## config.mk

```make
export PLATFORM = sky130hd
export DESIGN_NAME = axi_lite_reg_file_slave
export DESIGN_NICKNAME = d
export VERILOG_FILES = /design/src/rtl/axi_lite_pkg.sv /design/src/rtl/axi_lite_reg_file_slave.sv
export SDC_FILE = /design/constraint.sdc
export NUM_CORES = 1
export LEC_CHECK = 0
export ABC_CLOCK_PERIOD_IN_PS = 1500
export BUFFER_PORTS_ARGS = -buffer_cell sky130_fd_sc_hd__buf_2
export CORE_UTILIZATION = 37
export DETAILED_ROUTE_END_ITERATION = 8
export PLACE_DENSITY = 0.63
export SYNTH_ARGS = -nofsm -noshare
export SYNTH_HDL_FRONTEND = slang
export SYNTH_SLANG_ARGS = --single-unit
```

## constraint.sdc

```tcl
create_clock -name clk -period 1.5 [get_ports clk]
set_input_delay 0.3 -clock clk [delete_from_list [all_inputs] [get_ports clk]]
set_output_delay 0.3 -clock clk [all_outputs]
set_load 0.01 [all_outputs]
```

## src/rtl/axi_lite_pkg.sv

```systemverilog
// Purpose: shared response codes and FSM state types for the AXI4-Lite register-file slave.
// Latency: none (types and constants only).
// Backpressure: none.
package axi_lite_pkg;

    localparam logic [1:0] RESP_OKAY   = 2'b00;
    localparam logic [1:0] RESP_SLVERR = 2'b10;

    typedef enum logic {
        W_IDLE = 1'b0,
        W_RESP = 1'b1
    } wr_state_t;

    typedef enum logic [1:0] {
        R_IDLE  = 2'd0,
        R_FETCH = 2'd1,
        R_RESP  = 2'd2
    } rd_state_t;

    // A word index addresses a real register only below the register count.
    function automatic logic idx_in_range(input logic [31:0] idx, input int num_regs);
        return idx < 32'(num_regs);
    endfunction

endpackage

```

## src/rtl/axi_lite_reg_file_slave.sv

```systemverilog
// Purpose: AXI4-Lite slave turning bus writes/reads into single-cycle register-file port accesses.
// Latency: write strobe + bvalid 1 cycle after last AW/W handshake; read strobe +1, rvalid +2 after AR.
// Backpressure: one outstanding write and one read; readies stay low until the B/R handshake completes.
module axi_lite_reg_file_slave
    import axi_lite_pkg::*;
#(
    parameter int ADDR_WIDTH = 8,
    parameter int DATA_WIDTH = 32,
    parameter int NUM_REGS   = 16
) (
    input  logic                          clk,
    input  logic                          rst_n,

    input  logic [ADDR_WIDTH-1:0]         s_axi_awaddr,
    input  logic                          s_axi_awvalid,
    output logic                          s_axi_awready,

    input  logic [DATA_WIDTH-1:0]         s_axi_wdata,
    input  logic [DATA_WIDTH/8-1:0]       s_axi_wstrb,
    input  logic                          s_axi_wvalid,
    output logic                          s_axi_wready,

    output logic [1:0]                    s_axi_bresp,
    output logic                          s_axi_bvalid,
    input  logic                          s_axi_bready,

    input  logic [ADDR_WIDTH-1:0]         s_axi_araddr,
    input  logic                          s_axi_arvalid,
    output logic                          s_axi_arready,

    output logic [DATA_WIDTH-1:0]         s_axi_rdata,
    output logic [1:0]                    s_axi_rresp,
    output logic                          s_axi_rvalid,
    input  logic                          s_axi_rready,

    output logic                          reg_wr_en,
    output logic [$clog2(NUM_REGS)-1:0]   reg_wr_idx,
    output logic [DATA_WIDTH-1:0]         reg_wr_data,
    output logic [DATA_WIDTH/8-1:0]       reg_wr_strb,

    output logic                          reg_rd_en,
    output logic [$clog2(NUM_REGS)-1:0]   reg_rd_idx,
    input  logic [DATA_WIDTH-1:0]         reg_rd_data
);

    localparam int IDX_W  = $clog2(NUM_REGS);
    localparam int WORD_W = ADDR_WIDTH - 2;
    localparam int STRB_W = DATA_WIDTH / 8;

    // Byte offset bits carry no meaning: unaligned addresses hit the containing word.
    logic unused_byte_offsets;
    assign unused_byte_offsets = ^{s_axi_awaddr[1:0], s_axi_araddr[1:0]};

    // ------------------------------------------------------------------
    // Address decode
    // ------------------------------------------------------------------
    logic [WORD_W-1:0] aw_word;
    logic [WORD_W-1:0] ar_word;
    logic              aw_in_range;
    logic              ar_in_range;

    assign aw_word     = s_axi_awaddr[ADDR_WIDTH-1:2];
    assign ar_word     = s_axi_araddr[ADDR_WIDTH-1:2];
    // Range is judged on the full word index so that high addresses never alias low registers.
    assign aw_in_range = idx_in_range(32'(aw_word), NUM_REGS);
    assign ar_in_range = idx_in_range(32'(ar_word), NUM_REGS);

    // ------------------------------------------------------------------
    // Write path state
    // ------------------------------------------------------------------
    wr_state_t         wr_state_q, wr_state_d;
    logic              aw_held_q, aw_held_d;
    logic              w_held_q, w_held_d;
    logic              awready_q, awready_d;
    logic              wready_q, wready_d;
    logic [IDX_W-1:0]  wr_idx_q, wr_idx_d;
    logic              wr_oor_q, wr_oor_d;
    logic [DATA_WIDTH-1:0] wdata_q, wdata_d;
    logic [STRB_W-1:0] wstrb_q, wstrb_d;
    logic              bvalid_q, bvalid_d;
    logic [1:0]        bresp_q, bresp_d;
    logic              wr_en_q, wr_en_d;

    logic aw_hs;
    logic w_hs;

    assign aw_hs = s_axi_awvalid && awready_q;
    assign w_hs  = s_axi_wvalid && wready_q;

    // Write FSM: collect AW and W independently, then issue the strobe and the B response together.
    always_comb begin
        wr_state_d = wr_state_q;
        aw_held_d  = aw_held_q;
        w_held_d   = w_held_q;
        awready_d  = 1'b0;
        wready_d   = 1'b0;
        wr_idx_d   = wr_idx_q;
        wr_oor_d   = wr_oor_q;
        wdata_d    = wdata_q;
        wstrb_d    = wstrb_q;
        bvalid_d   = bvalid_q;
        bresp_d    = bresp_q;
        wr_en_d    = 1'b0;

        case (wr_state_q)
            W_IDLE: begin
                if (aw_hs) begin
                    aw_held_d = 1'b1;
                    wr_idx_d  = aw_word[IDX_W-1:0];
                    wr_oor_d  = !aw_in_range;
                end
                if (w_hs) begin
                    w_held_d = 1'b1;
                    wdata_d  = s_axi_wdata;
                    wstrb_d  = s_axi_wstrb;
                end
                if (aw_held_d && w_held_d) begin
                    wr_state_d = W_RESP;
                    bvalid_d   = 1'b1;
                    bresp_d    = wr_oor_d ? RESP_SLVERR : RESP_OKAY;
                    wr_en_d    = !wr_oor_d;
                end else begin
                    // Each ready drops as soon as its own channel has been captured.
                    awready_d = !aw_held_d;
                    wready_d  = !w_held_d;
                end
            end
            W_RESP: begin
                if (bvalid_q && s_axi_bready) begin
                    wr_state_d = W_IDLE;
                    bvalid_d   = 1'b0;
                    aw_held_d  = 1'b0;
                    w_held_d   = 1'b0;
                    awready_d  = 1'b1;
                    wready_d   = 1'b1;
                end
            end
            default: begin
                wr_state_d = W_IDLE;
                aw_held_d  = 1'b0;
                w_held_d   = 1'b0;
                bvalid_d   = 1'b0;
            end
        endcase
    end

    // Write path registers; readies reset low and rise on the first edge after reset.
    always_ff @(posedge clk or negedge rst_n) begin
        if (!rst_n) begin
            wr_state_q <= W_IDLE;
            aw_held_q  <= 1'b0;
            w_held_q   <= 1'b0;
            awready_q  <= 1'b0;
            wready_q   <= 1'b0;
            wr_idx_q   <= '0;
            wr_oor_q   <= 1'b0;
            wdata_q    <= '0;
            wstrb_q    <= '0;
            bvalid_q   <= 1'b0;
            bresp_q    <= RESP_OKAY;
            wr_en_q    <= 1'b0;
        end else begin
            wr_state_q <= wr_state_d;
            aw_held_q  <= aw_held_d;
            w_held_q   <= w_held_d;
            awready_q  <= awready_d;
            wready_q   <= wready_d;
            wr_idx_q   <= wr_idx_d;
            wr_oor_q   <= wr_oor_d;
            wdata_q    <= wdata_d;
            wstrb_q    <= wstrb_d;
            bvalid_q   <= bvalid_d;
            bresp_q    <= bresp_d;
            wr_en_q    <= wr_en_d;
        end
    end

    // ------------------------------------------------------------------
    // Read path state
    // ------------------------------------------------------------------
    rd_state_t         rd_state_q, rd_state_d;
    logic              arready_q, arready_d;
    logic [IDX_W-1:0]  rd_idx_q, rd_idx_d;
    logic              rd_oor_q, rd_oor_d;
    logic              rd_en_q, rd_en_d;
    logic              rvalid_q, rvalid_d;
    logic [1:0]        rresp_q, rresp_d;
    logic              rd_first_q, rd_first_d;
    logic [DATA_WIDTH-1:0] rdata_q, rdata_d;
    logic [DATA_WIDTH-1:0] rd_fetch_data;

    logic ar_hs;

    assign ar_hs = s_axi_arvalid && arready_q;

    // The register file answers one cycle after the strobe, i.e. during the first rvalid cycle.
    // That cycle passes the returned word straight through and latches it, so later changes on
    // reg_rd_data never reach rdata while the response waits for rready.
    assign rd_fetch_data = rd_oor_q ? '0 : reg_rd_data;

    // Read FSM: accept AR, strobe the register file, then hold the response until rready.
    always_comb begin
        rd_state_d = rd_state_q;
        arready_d  = 1'b0;
        rd_idx_d   = rd_idx_q;
        rd_oor_d   = rd_oor_q;
        rd_en_d    = 1'b0;
        rvalid_d   = rvalid_q;
        rresp_d    = rresp_q;
        rd_first_d = 1'b0;
        rdata_d    = rdata_q;

        case (rd_state_q)
            R_IDLE: begin
                arready_d = 1'b1;
                if (ar_hs) begin
                    rd_state_d = R_FETCH;
                    arready_d  = 1'b0;
                    rd_idx_d   = ar_word[IDX_W-1:0];
                    rd_oor_d   = !ar_in_range;
                    rd_en_d    = ar_in_range;
                end
            end
            R_FETCH: begin
                rd_state_d = R_RESP;
                rvalid_d   = 1'b1;
                rresp_d    = rd_oor_q ? RESP_SLVERR : RESP_OKAY;
                rd_first_d = 1'b1;
            end
            R_RESP: begin
                if (rd_first_q) begin
                    rdata_d = rd_fetch_data;
                end
                if (rvalid_q && s_axi_rready) begin
                    rd_state_d = R_IDLE;
                    rvalid_d   = 1'b0;
                    arready_d  = 1'b1;
                end
            end
            default: begin
                rd_state_d = R_IDLE;
                rvalid_d   = 1'b0;
            end
        endcase
    end

    // Read path registers; arready resets low and rises on the first edge after reset.
    always_ff @(posedge clk or negedge rst_n) begin
        if (!rst_n) begin
            rd_state_q <= R_IDLE;
            arready_q  <= 1'b0;
            rd_idx_q   <= '0;
            rd_oor_q   <= 1'b0;
            rd_en_q    <= 1'b0;
            rvalid_q   <= 1'b0;
            rresp_q    <= RESP_OKAY;
            rd_first_q <= 1'b0;
            rdata_q    <= '0;
        end else begin
            rd_state_q <= rd_state_d;
            arready_q  <= arready_d;
            rd_idx_q   <= rd_idx_d;
            rd_oor_q   <= rd_oor_d;
            rd_en_q    <= rd_en_d;
            rvalid_q   <= rvalid_d;
            rresp_q    <= rresp_d;
            rd_first_q <= rd_first_d;
            rdata_q    <= rdata_d;
        end
    end

    // ------------------------------------------------------------------
    // Outputs
    // ------------------------------------------------------------------
    assign s_axi_awready = awready_q;
    assign s_axi_wready  = wready_q;
    assign s_axi_bvalid  = bvalid_q;
    assign s_axi_bresp   = bresp_q;

    assign s_axi_arready = arready_q;
    assign s_axi_rvalid  = rvalid_q;
    assign s_axi_rresp   = rresp_q;
    assign s_axi_rdata   = rd_first_q ? rd_fetch_data : rdata_q;

    assign reg_wr_en     = wr_en_q;
    assign reg_wr_idx    = wr_idx_q;
    assign reg_wr_data   = wdata_q;
    assign reg_wr_strb   = wstrb_q;

    assign reg_rd_en     = rd_en_q;
    assign reg_rd_idx    = rd_idx_q;

endmodule
```

Word level (Yosys, flattened, before mapping)
Cells that the tools add are included.
{"block": "totals", "elab_cells": 86, "in_bits": 91, "out_inout_bits": 87, "ff_bits": 95}
{"block": "classes", "order_cmp": 2, "mux": 36, "n_reduce_logical": 19, "n_bitwise": 2, "n_eq_ne": 6}
{"operator": "2-to-1 mux 32 bit", "count": 2}
{"operator": "2-to-1 mux 1 bit", "count": 21}
{"operator": "case mux 1 bit (2 select lines)", "count": 7}
{"operator": "AND reduction 2 bit", "count": 7}
{"operator": "less-than comparator 6 x 5 -> 1 bit, second input constant", "count": 2}
{"operator": "2-to-1 mux 2 bit", "count": 4}
{"operator": "logical AND 1 bit", "count": 6}
{"operator": "!= test 2 bit, second input constant", "count": 3}
{"operator": "case mux 2 bit (3 select lines)", "count": 1}
{"operator": "logical NOT 1 bit", "count": 5}
{"operator": "case mux 1 bit (3 select lines)", "count": 1}
{"operator": "equality test 2 x 1 -> 1 bit, second input constant", "count": 1}
{"operator": "equality test 2 bit, second input constant", "count": 1}
{"operator": "logical NOT 2 bit", "count": 1}
{"operator": "!= test 2 x 1 -> 1 bit, second input constant", "count": 1}
{"operator": "inverter 1 bit", "count": 2}

Longest topological paths before layout
Gate-level depths: netlist (run 1).
{"block": "depth", "word_depth": 7, "ltp_mapped": 5, "mapped_depth_nobuf": 3}

Worst setup path after synthesis (run 1)
Ideal clock, no wire load.
{"block": "synth_path", "path_kind": "flip-flop to output port", "startpoint": "reg rd_first_q", "endpoint": "out s_axi_rdata[0]", "stages_incl_launch_ff": 6, "arrival_ns": 1.012, "n_path_buf": 2, "setup_slack_ns": 0.188, "required_time_ns": 1.200, "path_cell_list": "dfrtp_1 nor2b_4 buf_6 buf_4 nand2_1 o21ai_0"}
{"block": "synth_via", "elab_chain_len": 1}
{"element": "from (decl)", "line_no": "axi_lite_reg_file_slave.sv:188", "text": "logic rd_first_q, rd_first_d;"}
{"element": "from (signal assigned)", "line_no": "axi_lite_reg_file_slave.sv:267", "text": "rd_first_q <= rd_first_d;"}
{"element": "2-to-1 mux 32 bit"}
{"element": "to (decl)", "line_no": "axi_lite_reg_file_slave.sv:31", "text": "output logic [DATA_WIDTH-1:0] s_axi_rdata,"}
No other way between the ends.

Final worst setup path (run 1)
{"block": "layout_path", "startpoint": "reg rd_oor_q", "endpoint": "out s_axi_rdata[17]"}
{"block": "layout_via", "elab_chain_len": 2}
{"element": "from (decl)", "line_no": "axi_lite_reg_file_slave.sv:184", "text": "logic rd_oor_q, rd_oor_d;"}
{"element": "from (signal assigned)", "line_no": "axi_lite_reg_file_slave.sv:263", "text": "rd_oor_q <= rd_oor_d;"}
{"element": "2-to-1 mux 32 bit", "line_no": "axi_lite_reg_file_slave.sv:199", "text": "assign rd_fetch_data = rd_oor_q ? '0 : reg_rd_data;"}
{"element": "2-to-1 mux 32 bit"}
No other way between the ends.

==> results.sh, run 1 <==
export IMPL_dp_hpwl_um=6660
export IMPL_cts_htree_levels=3
export IMPL_setup_ws_ns=-0.281
export IMPL_ys_types=29
export IMPL_via_per_inst=5.05
export IMPL_multiInputGateArea_um2=1600
export IMPL_antenna_found_initial=0
export IMPL_insertion_delay_ns=0.33
export IMPL_fill_cells=991
export IMPL_cp_start_kind="flop"
export IMPL_crit_type="reg -> out"
export IMPL_dieWidth_um=108
export IMPL_drv_slew=0
export IMPL_dr_pass1_iters=4
export IMPL_r2r_slack_ns=0
export IMPL_seqCellArea_um2=2330
export IMPL_drt_iter0_markers=147
export IMPL_first_global_vias=3471
export IMPL_utilization_pct=52.5
export IMPL_die_h_um=108
export IMPL_grt_overflow=0
export IMPL_numCtsBuffers=9
export IMPL_crit_fanout=5
export IMPL_rows=38
export IMPL_ys_seq_area_share_pct=55.6
export IMPL_fin_total_pwr_mw=7.88
export IMPL_synth_warning_count=0
export IMPL_max_freq_ghz=0.562
export IMPL_max_cap_viol_count=0
export IMPL_tns_ns=-7.07
export IMPL_drtAntennaViolNets=0
export IMPL_grt_max_degree=94
export IMPL_clk_pin_slew_ns=0.06
export IMPL_dieArea_um2=11700
export IMPL_drt_wl_total_um=10100
export IMPL_drive_gt1_share_pct=50.4
export IMPL_initial_core_util_pct=38.3
export IMPL_synth_area_um2=4190
export IMPL_gp_congestion=0.712
export IMPL_critPathCaptureType="output port"
export IMPL_powerDensity_nw_per_um2=1370
export IMPL_cts_tree="yes"
export IMPL_syn_to_final_growth_pct=37.2
export IMPL_root_buffer="clkbuf_16"
export IMPL_finalCritPeriodShare_pct=119
export IMPL_period_needed_ns=1.78
export IMPL_tightest_slew_ns=0.526
export IMPL_max_slew_margin_rel_pct=64.9
export IMPL_track_usage_pct=17.2
export IMPL_io_buffer_count=171
export IMPL_io_pins=178
export IMPL_status="complete, but fails checks"
export IMPL_postPlaceCellArea_um2=5200
export IMPL_drt_wirelength_per_cell_um=14.6
export IMPL_irDropWorstVdd_uv=882
export IMPL_power_leakage_nw=2.86
export IMPL_antenna_cells=0
export IMPL_violations="negative hold slack, negative setup slack"
export IMPL_clock_path_buffers=2
export IMPL_synth_seq_cells=93
export IMPL_drc=0
export IMPL_required_ns=1.20
export IMPL_hold_viol=8
export IMPL_worstPathArrival_ns=1.48
export IMPL_setup_viol=32
export IMPL_cts_sinks=93
export IMPL_rr_startpoint="rd_oor_q"
export IMPL_grt_pass1_wl_um=15900
export IMPL_syn_area_per_cell_um2=11.4
export IMPL_vias=3475
export IMPL_hold_path_class="in -> async"
export IMPL_nets=635
export IMPL_r2r_end="rdata_q[18]"
export IMPL_rsz0062_at_grt="true"
export IMPL_stdcell_area_um2=5750
export IMPL_fp_coreArea_um2=10900
export IMPL_finClkSkew_ns=0.00555
export IMPL_syn_inst=366
export IMPL_rr_worst_depth=6
export IMPL_hold_ws_ns=-0.0303
[synthesized netlist by cell type]
| master | number | area share, % |
|---|---|---|
| buf_2 | 6 | 0.72 |
| inv_1 | 34 | 3.0 |
| conb_1 | 1 | 0.090 |
| a21o_1 | 3 | 0.54 |
| clkbuf_1 | 4 | 0.36 |
| buf_8 | 1 | 0.36 |
| o2bb2ai_1 | 1 | 0.21 |
| nor4bb_1 | 1 | 0.24 |
| mux2_2 | 37 | 10 |
| nor3_1 | 1 | 0.12 |
| o21ai_0 | 36 | 4.3 |
| nand3_1 | 1 | 0.12 |
| a221oi_1 | 23 | 4.8 |
| nor2_1 | 5 | 0.45 |
| mux2_1 | 10 | 2.7 |
| nand2b_1 | 2 | 0.30 |
| a31oi_1 | 1 | 0.15 |
| nor2b_4 | 1 | 0.33 |
| a21oi_1 | 35 | 4.2 |
| nand3b_1 | 2 | 0.36 |
| nor4_1 | 1 | 0.15 |
| nand2_1 | 39 | 3.5 |
| a221oi_2 | 8 | 2.9 |
| o21a_1 | 1 | 0.18 |
| nor3b_4 | 1 | 0.45 |
| buf_6 | 8 | 2.2 |
| dfrtp_1 | 93 | 56 |
| a211oi_1 | 1 | 0.18 |
| buf_4 | 9 | 1.6 |
[state kept, by name (all words and copies together), names as in the netlist, 2 cells and up]
register	cells
rdata_q	32
reg_wr_data	32
reg_wr_idx	4
rd_state_q	2
reg_rd_idx	4
reg_wr_strb	4
[layer usage]
metal | share of wire, % | vias up | routed length, µm | GRT usage [%]
li1 | - | 1652 | - | -
met1 | 42 | 1710 | 4200 | 20.5
met2 | 53 | 97 | 5310 | 30.6
met3 | 3.8 | 16 | 388 | 2.65
met4 | 1.7 | 0 | 176 | 7.72
met5 | 0 | - | 0 | 0
[timing repair]
| item | in CTS | in global routing |
|---|---|---|
| endpoints found under the setup margin | 32 | 46 |
| hold buffers | 0 | 0 |
| resized for setup | 39 | 23 |
| buffers inserted | 4 | 0 |
| gates cloned | 2 | 3 |
| pin swaps | 1 | 10 |
[critical path, stage by stage, from the launching register on]
cell,delay [ns]
dfrtp_1,0.41
nor2b_4,0.21
buf_12,0.15
clkbuf_16,0.14
nand2_2,0.04
o21ai_1,0.06
buf_2,0.14
[cells by family (layout without fill, tap and decap cells)]
logic type,Yosys count,in the layout,share of synthesized area [%]
other cells,1,2,0.0896
simple gates,54,54,6.01
compound gates,109,109,17.4
mux,47,47,12.6
buf+inv,62,243,8.25
flops,93,93,55.6
[area by class of cell]
class | count | share of cell area, %
Sequential cell | 93 | 40.5
Timing Repair Buffer | 194 | 21.1
Clock buffer | 11 | 4.22
Clock inverter | 4 | 0.980
Multi-Input combinational cell | 212 | 27.9
Tap cell | 140 | 3.05
Inverter | 34 | 2.26
[power by group]
part	switching [mW]	internal [mW]
registers	0.329	3.17
logic	1.01	1.10
clock network	0.929	1.34
total	2.26	5.62
[how the worst max path moves through the flow]
stage | startpoint | endpoint | cells past startpoint
global placement | rd_first_q | s_axi_rdata[5] | 5
detailed placement | rd_first_q | s_axi_rdata[23] | 5
floorplan | rd_first_q | s_axi_rdata[0] | 5
global route | rd_oor_q | s_axi_rdata[27] | 6
finish | rd_oor_q | s_axi_rdata[17] | 6
CTS | rd_oor_q | s_axi_rdata[13] | 6
[layout by cell type (no fill, tap or decap), types with 7 or more instances in the layout]
cell,instances
buf_4,10
mux2_2,37
nand2_2,10
a221oi_1,23
a21oi_1,35
o21ai_1,27
mux2_1,10
buf_12,7
buf_2,169
inv_1,33
a221oi_2,8
clkbuf_16,12
dfrtp_1,92
nand2_1,27
[through the flow]
step                cells  worst slack, ns
floorplan             367            0.188
global placement      665           0.0462
detailed placement    665           0.0253
CTS                   686           -0.286
global route          688           -0.352
finish                688           -0.281
Power figures use the tool's default switching activity.
==> run 2: changes to the inputs <==
--- a/config.mk
+++ b/config.mk
@@ -5,7 +5,7 @@
 export SDC_FILE = /design/constraint.sdc
 export NUM_CORES = 1
 export LEC_CHECK = 0
-export ABC_CLOCK_PERIOD_IN_PS = 1500
+export ABC_CLOCK_PERIOD_IN_PS = 2200
 export BUFFER_PORTS_ARGS = -buffer_cell sky130_fd_sc_hd__buf_2
 export CORE_UTILIZATION = 37
 export DETAILED_ROUTE_END_ITERATION = 8
==> constraint.sdc (replaced) <==
create_clock -name clk -period 2.2 [get_ports clk]
set_input_delay 0.44 -clock clk [delete_from_list [all_inputs] [get_ports clk]]
set_output_delay 0.44 -clock clk [all_outputs]
set_load 0.01 [all_outputs]
==> results.sh, run 2 (synthesis results as in run 1) <==
export IMPL_status="finished clean"
export IMPL_post_cts_buffers=0
export IMPL_die_h_um=108
export IMPL_worstPathArrival_ns=1.57
export IMPL_drive_gt1_share_pct=45.5
export IMPL_dr_pass1_iters=4
export IMPL_setup_viol=0
export IMPL_clock_path_buffers=2
export IMPL_max_cap_viol_count=0
export IMPL_rsz0062_at_grt="false"
export IMPL_first_global_vias=3149
export IMPL_track_usage_pct=16.3
export IMPL_cts_htree_levels=3
export IMPL_pre_cts_slack_ns=0.442
export IMPL_power_leakage_nw=2.69
export IMPL_layout_commonest_cell="buf_2"
export IMPL_drv_slew=0
export IMPL_crit_type="reg -> out"
export IMPL_period_needed_ns=2.01
export IMPL_via_per_inst=4.96
export IMPL_dieArea_um2=11700
export IMPL_dpl_cell_count=660
export IMPL_hold_viol=0
export IMPL_clk_pin_slew_ns=0.06
export IMPL_required_ns=1.76
export IMPL_crit_slowest_cell="dfrtp_2"
export IMPL_powerDensity_nw_per_um2=992
export IMPL_grt_pass1_wl_um=14900
export IMPL_cts_sinks=93
export IMPL_grt_max_degree=49
export IMPL_layout_common_cells="170 x buf_2, 92 x dfrtp_1, 39 x nand2_1, 37 x mux2_2, 36 x o21ai_0"
export IMPL_rr_worst_depth=3
export IMPL_vias=3343
export IMPL_syn_to_final_growth_pct=29.6
export IMPL_rr_startpoint="rd_state_q[0]"
export IMPL_dieWidth_um=108
export IMPL_utilization_pct=49.6
export IMPL_max_freq_ghz=0.496
export IMPL_stdcell_count=674
export IMPL_crit_path_max_incr_delay_ns=0.46
export IMPL_antenna_found_initial=0
export IMPL_hold_ws_ns=0.0456
export IMPL_drt_iter0_markers=131
export IMPL_cts_tree="yes"
export IMPL_critPathCaptureType="output port"
export IMPL_grt_overflow=0
export IMPL_drt_wl_total_um=9390
export IMPL_finClkSkew_ns=0.00558
export IMPL_r2r_end="rdata_q[21]"
export IMPL_worstPathCellList="nor2b_4 > buf_12 > nand2_1 > o21ai_0 > buf_2"
export IMPL_finalCritPeriodShare_pct=91.6
export IMPL_gp_congestion=0.745
export IMPL_postPlaceCellArea_um2=5120
export IMPL_tns_ns=0
export IMPL_hold_path_class="in -> async"
export IMPL_io_buffer_count=171
export IMPL_crit_start="rd_first_q"
export IMPL_rows=38
export IMPL_r2r_slack_ns=0.63
export IMPL_fp_coreArea_um2=10900
export IMPL_insertion_delay_ns=0.33
export IMPL_hold_buffers=0
export IMPL_fin_total_pwr_mw=5.38
export IMPL_drtAntennaViolNets=0
export IMPL_root_buffer="clkbuf_16"
export IMPL_setup_ws_ns=0.186
export IMPL_io_pins=178
export IMPL_irDropWorstVdd_uv=553
export IMPL_antenna_cells=0
export IMPL_crit_fanout=48
export IMPL_numCtsBuffers=9
export IMPL_dp_hpwl_um=6830
export IMPL_stdcell_area_um2=5430
export IMPL_drc=0
export IMPL_drt_wirelength_per_cell_um=13.9
export IMPL_cp_start_kind="flop"
export IMPL_initial_core_util_pct=38.3
export IMPL_post_cts_resized=0
export IMPL_nets=622
export IMPL_fill_cells=1018
==> run 2: cell types whose count changed in the layout (fill, tap and decap cells not counted), sizes merged <==
cell    before  now
buf        191  181
bufinv       1    2
clkbuf      14   10
clkinv       2    1
==> run 2: worst max-delay path by stage <==
| stage | end | slack (ns) | cells after the start |
|---|---|---|---|
| floorplan | s_axi_rdata[0] | 0.75 | 5 |
| global placement | s_axi_rdata[0] | 0.44 | 5 |
| detailed placement | s_axi_rdata[22] | 0.44 | 5 |
| CTS | s_axi_rdata[14] | 0.07 | 5 |
| global route | s_axi_rdata[13] | 0.05 | 5 |
| finish | s_axi_rdata[22] | 0.19 | 5 |
==> run 2: power breakdown <==
part	internal (mW)	switching (mW)
logic	0.724	0.669
registers	2.16	0.233
clock network	0.985	0.609
==> run 2: cell type report <==
class / count / area (µm²) / share of cell area (%)
flip-flops and latches: 93 / 2330 / 42.9
multi-input cells: 212 / 1520 / 28.0
repair buffers: 181 / 971 / 17.9
clock buffers: 10 / 229 / 4.22
well taps: 140 / 175 / 3.23
inverters: 34 / 128 / 2.35
clock inverters: 4 / 73.8 / 1.36
==> run 2: worst max-delay path: cells and delay by family, from the launching register on <==
family | cells | cell delay [ns]
compound gates | 1 | 0.09
buf+inv | 2 | 0.40
flops | 1 | 0.46
simple gates | 2 | 0.28
==> run 2: metal layers <==
layer  share of wire, %  track usage [%]  vias to the layer above
met1                 42             19.3                     1628
met5                  0                0                        -
li1                   -                -                     1609
met2                 53             28.9                       96
met3                4.0             2.53                       10
met4                1.4             7.43                        0
